$ cat src/rtl/v_result_reader.sv
// V vector read-out engine: sweeps the four V SRAM banks in global element
// order and streams each complex word on a valid/ready interface. A 2-entry
// FIFO plus a 1-deep in-flight register bound the outstanding reads so that
// backpressure never drops an SRAM read.
module v_result_reader #(
  parameter int unsigned NUM_BANKS = 4,
  parameter int unsigned ADDR_W    = 9,
  parameter int unsigned DATA_W    = 48,
  parameter int unsigned IDX_W     = 11
) (
  input  logic              clock,
  input  logic              reset,
  input  logic              start,
  input  logic [IDX_W:0]    num_elems,
  output logic [ADDR_W-1:0] rd_addr,
  input  logic [DATA_W-1:0] rd_data_1,
  input  logic [DATA_W-1:0] rd_data_2,
  input  logic [DATA_W-1:0] rd_data_3,
  input  logic [DATA_W-1:0] rd_data_4,
  output logic              out_valid,
  input  logic              out_ready,
  output logic [DATA_W-1:0] out_data,
  output logic [IDX_W-1:0]  out_index,
  output logic              out_last,
  output logic              busy,
  output logic              done
);

  localparam int unsigned SEL_W = $clog2(NUM_BANKS);
  localparam logic [IDX_W:0] MaxN = {1'b1, {IDX_W{1'b0}}};

  typedef enum logic [1:0] {StIdle, StRun, StDrain, StDone} state_e;

  state_e              r_state, w_state_next;
  logic [IDX_W:0]      r_n;
  logic [IDX_W-1:0]    r_k;
  logic [ADDR_W-1:0]   r_addr;

  logic                r_inf_valid;
  logic [SEL_W-1:0]    r_inf_sel;
  logic [IDX_W-1:0]    r_inf_idx;
  logic                r_inf_last;

  logic [DATA_W-1:0]   r_fifo_data [2];
  logic [IDX_W-1:0]    r_fifo_idx  [2];
  logic [1:0]          r_fifo_last;
  logic                r_wr_ptr, r_rd_ptr;
  logic [1:0]          r_count;

  logic                w_pop, w_push, w_issue, w_k_last, w_drained;
  logic [1:0]          w_credit;
  logic [IDX_W:0]      w_n_clamped;
  logic [DATA_W-1:0]   w_rd_data;

  assign w_n_clamped = (num_elems > MaxN) ? MaxN : num_elems;
  assign w_pop       = out_valid && out_ready;
  assign w_push      = r_inf_valid;
  assign w_credit    = r_count + {1'b0, r_inf_valid};
  // A pop this cycle frees a slot in time for the read issued now, which keeps
  // one element per cycle flowing while the outstanding total stays at two.
  assign w_issue     = (r_state == StRun) && ((w_credit - {1'b0, w_pop}) < 2'd2);
  assign w_k_last    = ({1'b0, r_k} == (r_n - 1'b1));
  assign w_drained   = w_pop && out_last && (r_count == 2'd1) && !r_inf_valid;

  assign rd_addr   = w_issue ? r_k[SEL_W +: ADDR_W] : r_addr;
  assign out_valid = (r_count != 2'd0);
  assign out_data  = r_fifo_data[r_rd_ptr];
  assign out_index = r_fifo_idx[r_rd_ptr];
  assign out_last  = r_fifo_last[r_rd_ptr];
  assign busy      = (r_state == StRun) || (r_state == StDrain);
  assign done      = (r_state == StDone);

  // Select the bank that was addressed by the in-flight read.
  always_comb begin
    w_rd_data = rd_data_1;
    case (r_inf_sel)
      2'd0:    w_rd_data = rd_data_1;
      2'd1:    w_rd_data = rd_data_2;
      2'd2:    w_rd_data = rd_data_3;
      default: w_rd_data = rd_data_4;
    endcase
  end

  // Next-state logic for the sweep controller.
  always_comb begin
    w_state_next = r_state;
    case (r_state)
      StIdle:  if (start) w_state_next = (num_elems == '0) ? StDone : StRun;
      StRun:   if (w_issue && w_k_last) w_state_next = StDrain;
      StDrain: if (w_drained) w_state_next = StDone;
      StDone:  w_state_next = StIdle;
      default: w_state_next = StIdle;
    endcase
  end

  // State, element counter, address hold and in-flight read tracking.
  always_ff @(posedge clock or posedge reset) begin
    if (reset) begin
      r_state     <= StIdle;
      r_n         <= '0;
      r_k         <= '0;
      r_addr      <= '0;
      r_inf_valid <= 1'b0;
      r_inf_sel   <= '0;
      r_inf_idx   <= '0;
      r_inf_last  <= 1'b0;
    end else begin
      r_state     <= w_state_next;
      r_inf_valid <= w_issue;
      if (r_state == StIdle && start) begin
        r_n <= w_n_clamped;
        r_k <= '0;
      end
      if (w_issue) begin
        r_addr     <= r_k[SEL_W +: ADDR_W];
        r_inf_sel  <= r_k[SEL_W-1:0];
        r_inf_idx  <= r_k;
        r_inf_last <= w_k_last;
        // k parks at N-1 so it never wraps past the final element.
        if (!w_k_last) r_k <= r_k + 1'b1;
      end
    end
  end

  // Two-entry output FIFO; capture one cycle after issue, pop on handshake.
  always_ff @(posedge clock or posedge reset) begin
    if (reset) begin
      r_fifo_data[0] <= '0;
      r_fifo_data[1] <= '0;
      r_fifo_idx[0]  <= '0;
      r_fifo_idx[1]  <= '0;
      r_fifo_last    <= '0;
      r_wr_ptr       <= 1'b0;
      r_rd_ptr       <= 1'b0;
      r_count        <= '0;
    end else begin
      if (w_push) begin
        r_fifo_data[r_wr_ptr] <= w_rd_data;
        r_fifo_idx[r_wr_ptr]  <= r_inf_idx;
        r_fifo_last[r_wr_ptr] <= r_inf_last;
        r_wr_ptr              <= ~r_wr_ptr;
      end
      if (w_pop) r_rd_ptr <= ~r_rd_ptr;
      case ({w_push, w_pop})
        2'b10:   r_count <= r_count + 2'd1;
        2'b01:   r_count <= r_count - 2'd1;
        default: r_count <= r_count;
      endcase
    end
  end

endmodule

$ cat config.mk
export PLATFORM = sky130hd
export DESIGN_NAME = v_result_reader
export DESIGN_NICKNAME = d
export VERILOG_FILES = /design/src/rtl/v_result_reader.sv
export SDC_FILE = /design/constraint.sdc
export NUM_CORES = 1
export LEC_CHECK = 0
export CAP_MARGIN = 25
export CORE_ASPECT_RATIO = 0.6
export CORE_UTILIZATION = 55
export CTS_CLUSTER_DIAMETER = 100
export DETAILED_ROUTE_END_ITERATION = 12
export DONT_BUFFER_PORTS = 1
export GPL_ROUTABILITY_DRIVEN = 0
export PLACE_DENSITY = 0.71
export SYNTH_ARGS = -nofsm -noshare
export SYNTH_HDL_FRONTEND = slang
export SYNTH_SLANG_ARGS = --single-unit
export TNS_END_PERCENT = 100
$ cat constraint.sdc
create_clock -name clock -period 9.79 [get_ports clock]
set_clock_uncertainty 0.1 [all_clocks]
set_input_delay 0.4895 -clock clock [delete_from_list [all_inputs] [get_ports clock]]
set_output_delay 0.4895 -clock clock [all_outputs]
set_load 0.01 [all_outputs]
==> results of run 1 <==
==> through the flow <==
stage / power (uW) / utilization (%) / setup WS (ns) / instance area (sq um)
6_report: 3440 / 62.4 / 6.44 / 9750
5_1_grt: 3650 / 62.4 / 6.29 / 9750
4_1_cts: 3460 / 62.0 / 6.46 / 9700
3_5_place_dp: 2770 / 58.2 / 6.67 / 9090
3_3_place_gp: 2690 / 58.2 / 6.85 / 9090
2_1_floorplan: 2480 / - / 4.57 / 8970
==> sequential cells by signal (all words and copies together) (netlist names), 2 cells and up <==
name and cells:
r_count 2, r_k 11, r_fifo_last 2, r_inf_idx 10, r_addr 9, r_fifo_idx 22, r_n 12, r_fifo_data 96
r_state 2
==> Yosys cell counts, types with 3 or more instances <==
cell      instances
xor2_1            7
xnor2_1          12
a21oi_1           5
a22o_1            7
mux2_2          201
nand2b_1          5
buf_1            12
clkbuf_1         28
mux4_2           48
nor2_1           14
mux2i_1           3
o21ai_0          13
dfrtp_1         171
or3_1             5
a211o_1           6
nand3_1          11
inv_1            12
nand2_1          19
nor4_1            5
ha_1             11
nor3b_1           3
buf_2             5
nor3_1            8
nand4_1           3
nor2b_1           5
==> critical path: cells and delay by family (launching register included) <==
kind	cells	cell delay, ns
buffers and inverters	2	0.39
AND/OR/NAND/NOR	2	0.36
flip-flops	1	0.39
multiplexers	1	0.43
XOR/XNOR	2	0.31
adder cells (fa/ha/maj)	2	0.45
==> path summary, 6_finish.rpt <==
kind                                  from               to  slack, ns
min reg2reg                r_fifo_data[94]  r_fifo_data[94]       0.40
max in group asynchronous            reset     r_inf_sel[0]       8.43
max reg2reg                         r_n[2]           r_k[8]       6.60
min                                  reset  r_fifo_data[32]      0.008
min in group clock            num_elems[5]           r_n[5]       0.10
max                             r_count[0]       rd_addr[5]       6.44
==> report_power, final <==
part / total, uW / internal, uW / switching [uW]
registers: 1170 / 989 / 184
clock network: 686 / 366 / 320
logic: 1580 / 821 / 763
total: 3440 / 2180 / 1270
==> cells in the final DEF (no fill, tap or decap), types with 11 or more instances in the layout <==
cell type	n
ha_1	11
mux4_2	48
mux2_2	201
nor2_1	13
nand3_1	11
xnor2_1	12
o21ai_0	13
nand2_1	18
clkbuf_16	17
inv_1	11
dfrtp_1	168
==> logic make-up (layout without fill, tap and decap cells) <==
family / count (synthesis) / count (layout) / share of synthesized area, %
AOI/OAI and AO/OA: 42 / 42 / 3.29
xor gates and xnor gates: 19 / 19 / 1.85
muxes: 252 / 252 / 37.6
and+or+nand+nor: 87 / 87 / 5.31
buffers and inverters: 59 / 52 / 2.71
DFF: 171 / 171 / 47.7
adders and majority gates: 11 / 11 / 1.53
==> cell type report <==
class | count | area (sq um) | area share [%]
multi-input combinational | 411 | 4460 | 45.7
sequential | 171 | 4290 | 43.9
clock buffer | 17 | 425 | 4.36
tap | 203 | 254 | 2.60
clock inverter | 15 | 179 | 1.83
timing repair buffer | 8 | 100 | 1.03
inverter | 12 | 50.0 | 0.513
==> per-layer routing <==
| metal | track usage [%] | wire (microns) |
|---|---|---|
| met1 | 31.9 | 8640 |
| met5 | 0 | 17 |
| met3 | 8.83 | 1790 |
| met4 | 5.91 | 216 |
| met2 | 42.9 | 10000 |
==> out/metrics.cfg, run 1 <==
[run_status]
status = finished, final reports clean

[power]
vdd_ir_drop_max_mv = 0.188
p_per_area_nw_per_um2 = 353
p_leak_uw = 0.00414

[setup_path]
critPathMaxStageDelay_ns = 0.43
critPathMaxFanout = 24
crit_top_cell = ha_1
cp.arrival_ns = 2.76
end_kind = output port
slowest_stage = mux2_2
required_ns = 9.20
path_class = flip-flop to output port
reg2regPathDepth = 7
start_kind = flip-flop
path_cells = inv_1 -> ha_1 -> nor2b_1 -> ha_1 -> xor2_1 -> xnor2_1 -> nand2_1 -> buf_4 -> mux2_2

[final_layout]
instances_no_fill = 837
fillCellCount = 1144
nNetsFinal = 840
diodes = 0
area_growth_pct = 8.72
drive_above_1_share_pct = 47.3

[yosys]
synth_top_area_cell = dfrtp_1
ys_warn_count = 0
synthCells = 641
synth_area_per_cell_sq_um = 14.0
synth_cell_types = 43
synth_top_area_share_pct = 47.7
ys_seq_area_share_pct = 47.7
synth-main-ff-cell = dfrtp_1
syn_area_sq_um = 8970
ys_ff_latch = 171
synth_area_leaders = dfrtp_1 (48%), mux2_2 (25%), mux4_2 (12%)
synth_edf_count = 0
synth-async-reset-ratio_pct = 100
syn_nets = 860

[place]
io_buffers = 0
hpwl_microns = 14300
place_inst = 803

[floorplan]
num_rows = 35
die_h_microns = 101
dieWidth_microns = 167
initial_core_util_pct = 57.4
dieArea_sq_um = 16800
ios = 280
core-area_sq_um = 15600

[timing]
fmax_ghz = 0.299
layout_min_cycle_time_ns = 3.35
slew_headroom_pct = 44.0
whs_ns = 0.00804
report.final.slew_viol_count = 0
tightest_slew_ns = 0.840
setup-violations-final = 0
period_share_pct = 34.2
hold_viol = 0
tns_ns = 0
rsz0062_at_grt = no

[clock_tree]
clockBufferDepth = 2
cts.sinks = 171
cts_tree = yes
cts_hold_buf = 0
root_buffer = clkbuf_16
cts_resized = 0
numCtsBuffers = 17
cts_setup_buffers = 0
clk_pin_slew_ns = 0.07
htreeDepth = 4
clk_latency_ns = 0.42

[route]
ant_nets = 0
avgRoutedWirePerCell_microns = 24.7
drt-pass1-iter-count = 5
via_count = 5426
first_iter_violations = 283
routed_via_density = 6.48
drt_wl_total_microns = 20700
drc_errors = 0

[global_routing]
grt_pass1_wl_microns = 32200
grt_pass1_vias = 5835
track_usage_pct = 25.5
grt_max_degree = 93
grt-ovfl-total = 0
grt_antenna_before_repair = 1

[worst_hold_path]
hold_class = input port to asynchronous set/reset pin

[job]
cap_viol_max_count = 0

No activity file was read; power rests on OpenSTA's default activity.
==> inputs of run 2 (changes only) <==
- PLACE_DENSITY: 0.71 -> 0.74
- clock period: 9.79 -> 2.9 ns (I/O delays scaled with it)
==> run 2 against run 1 <==
  * Core utilization grew 3.7 points
  * Sequential cell count is the same
  * Final cell count grew 6.6%
  * Combinational power grew to 3.7 times the previous value
  * Routed wire length grew 2.6%
  * Worst hold slack lost 0.0013 ns
  * Sequential share of layout area shrank 2.5 points
  * Count of clock-buffer cells in the layout is the same
  * Global-route usage grew 0.59 points
  * Critical path type is now flip-flop to flip-flop
==> out/metrics.cfg, run 2 (synthesis results as in run 1) <==
[place]
io_buffers = 0  ; unchanged
placedInstanceArea_sq_um = 9260  ; +1.8%
place_inst = 813  ; +1.2%
hpwl_microns = 14800  ; +3.4%
post-place-ws_ns = 0.166  ; -6.50 ns

[setup_path]
cp.arrival_ns = 3.01  ; +0.25 ns
path_class = flip-flop to flip-flop
required_ns = 3.10  ; -6.10 ns
path_cells = or4_4 -> or3_1 -> o211ai_2 -> nand4b_2 -> o21ai_2 -> buf_4 -> nor3_1 -> a211o_1
critPathMaxStageDelay_ns = 0.61  ; +0.18 ns
critPathMaxFanout = 12  ; -50%
crit_family = simple AND/OR/NAND/NOR gates
critPathBufInv = 1  ; -1
end_kind = flip-flop
slowest_stage = or4_4
start_kind = flip-flop
rrSetupSlack_ns = 0.09  ; -6.51 ns

[clock_tree]
clockBufferDepth = 2  ; unchanged
numCtsBuffers = 17  ; unchanged
cts.sinks = 171  ; unchanged
cts_tree = yes
clk_pin_slew_ns = 0.07  ; about the same
htreeDepth = 4  ; unchanged
root_buffer = clkbuf_16
clk_latency_ns = 0.42  ; about the same

[route]
avgRoutedWirePerCell_microns = 23.8  ; -3.8%
ant_nets = 0  ; unchanged
drt_wl_total_microns = 21200  ; +2.6%
drc_errors = 0  ; unchanged
via_count = 5649  ; +4.1%
drt-pass1-iter-count = 5  ; unchanged
routed_via_density = 6.33  ; -2.3%
first_iter_violations = 330  ; +17%

[timing]
rsz0062_at_grt = no
report.final.slew_viol_count = 0  ; unchanged
layout_min_cycle_time_ns = 2.81
tns_ns = 0  ; unchanged
tightest_slew_ns = 0.804  ; -0.0358 ns
setup-violations-final = 0  ; unchanged
hold_viol = 0  ; unchanged
fmax_ghz = 0.356
finalWorstSetupSlack_ns = 0.0894  ; -6.35 ns
slew_headroom_pct = 46.3  ; +2.3 points
period_share_pct = 96.9

[final_layout]
top_regs = r_fifo_data: 96 flops, r_fifo_idx: 22 flops, r_n: 12 flops
area_growth_pct = 15.2
final_common_cell = mux2_2
nNetsFinal = 895  ; +6.5%
largest-register = r_fifo_data
multi_input_area_sq_um = 4480  ; +0.50%
seqCellArea_sq_um = 4290  ; unchanged
diodes = 0  ; unchanged
design_area_sq_um = 10300  ; +6.0%
final_cell_mix = mux2_2 (201), dfrtp_1 (168), mux4_2 (48)
instances_no_fill = 892  ; +6.6%
largest_reg_flops = 96  ; unchanged
drive_above_1_share_pct = 45.3  ; -2.0 points
fillCellCount = 1068  ; -6.6%

[global_routing]
track_usage_pct = 26.1  ; +0.59 points
grt_antenna_before_repair = 1  ; unchanged
grt_pass1_vias = 5991  ; +2.7%
grt-ovfl-total = 0  ; unchanged
grt_pass1_wl_microns = 33200  ; +3.0%
grt_max_degree = 61  ; -34%

[floorplan]
num_rows = 35  ; unchanged
dieArea_sq_um = 16800  ; unchanged
die_h_microns = 101  ; unchanged
dieWidth_microns = 167  ; unchanged
core-area_sq_um = 15600  ; unchanged
ios = 280  ; unchanged
initial_core_util_pct = 57.4  ; unchanged

[worst_hold_path]
hold_class = input port to flip-flop

[power]
p_per_area_nw_per_um2 = 1170  ; +230%
p_leak_uw = 0.00439  ; +6.0%
vdd_ir_drop_max_mv = 0.797  ; +320%
power.total_uw = 12000  ; +250%

[run_status]
status = finished, final reports clean

[job]
cap_viol_max_count = 0  ; unchanged

run 2: per-stage QoR:
step                      utilization [%]  hold slack, ns
after floorplan                         -           0.178
after global placement               59.2          0.0860
after detailed placement             59.2           0.102
after CTS                            65.6        0.000310
after global routing                 66.1         0.00672
final                                66.1         0.00670
run 2: timing repair:
| item | 4_1_cts | 5_1_grt |
|---|---|---|
| gates resized for setup | 0 | 7 |
| setup endpoints to repair | 0 | 11 |
| hold endpoints to repair | 61 | 2 |
| buffers inserted | 0 | 1 |
| hold buffers | 42 | 4 |
run 2: path summary, 6_finish.rpt:
path,from,to,depth (start not counted)
max,r_n[2],r_k[3],8
min reg2reg,r_fifo_data[21],r_fifo_data[21],1
max reg2reg,r_n[2],r_k[3],8
min in group asynchronous,reset,r_fifo_idx[3],2
max in group asynchronous,reset,r_inf_sel[0],3
min,out_ready,r_rd_ptr,3
run 2: layer usage:
metal	track usage [%]	wire length (microns)	vias to the layer above
met1	33.8	8820	2884
met2	43.5	10400	269
met4	7.76	358	2
met3	6.91	1620	33
met5	0	13	-
li1	-	-	2461
run 2: area by class of cell:
type / instances / share of cell area (%)
flip-flops and latches: 171 / 41.5
well taps: 203 / 2.46
clock inverters: 15 / 1.45
multi-input cells: 411 / 43.4
inverters: 12 / 0.472
repair buffers: 63 / 6.66
clock buffers: 17 / 4.12
run 2: worst min-delay path: stages:
cell and delay (ns):
nor2b_2 0.14, buf_4 0.14, xor2_1 0.06
run 2: power by group:
part | switching [uW] | internal [uW] | leakage [uW]
Sequential | 655 | 3340 | 0.00212
Combinational | 2670 | 3170 | 0.00199
Clock | 1070 | 1150 | 0.000278
Total | 4390 | 7660 | 0.00439
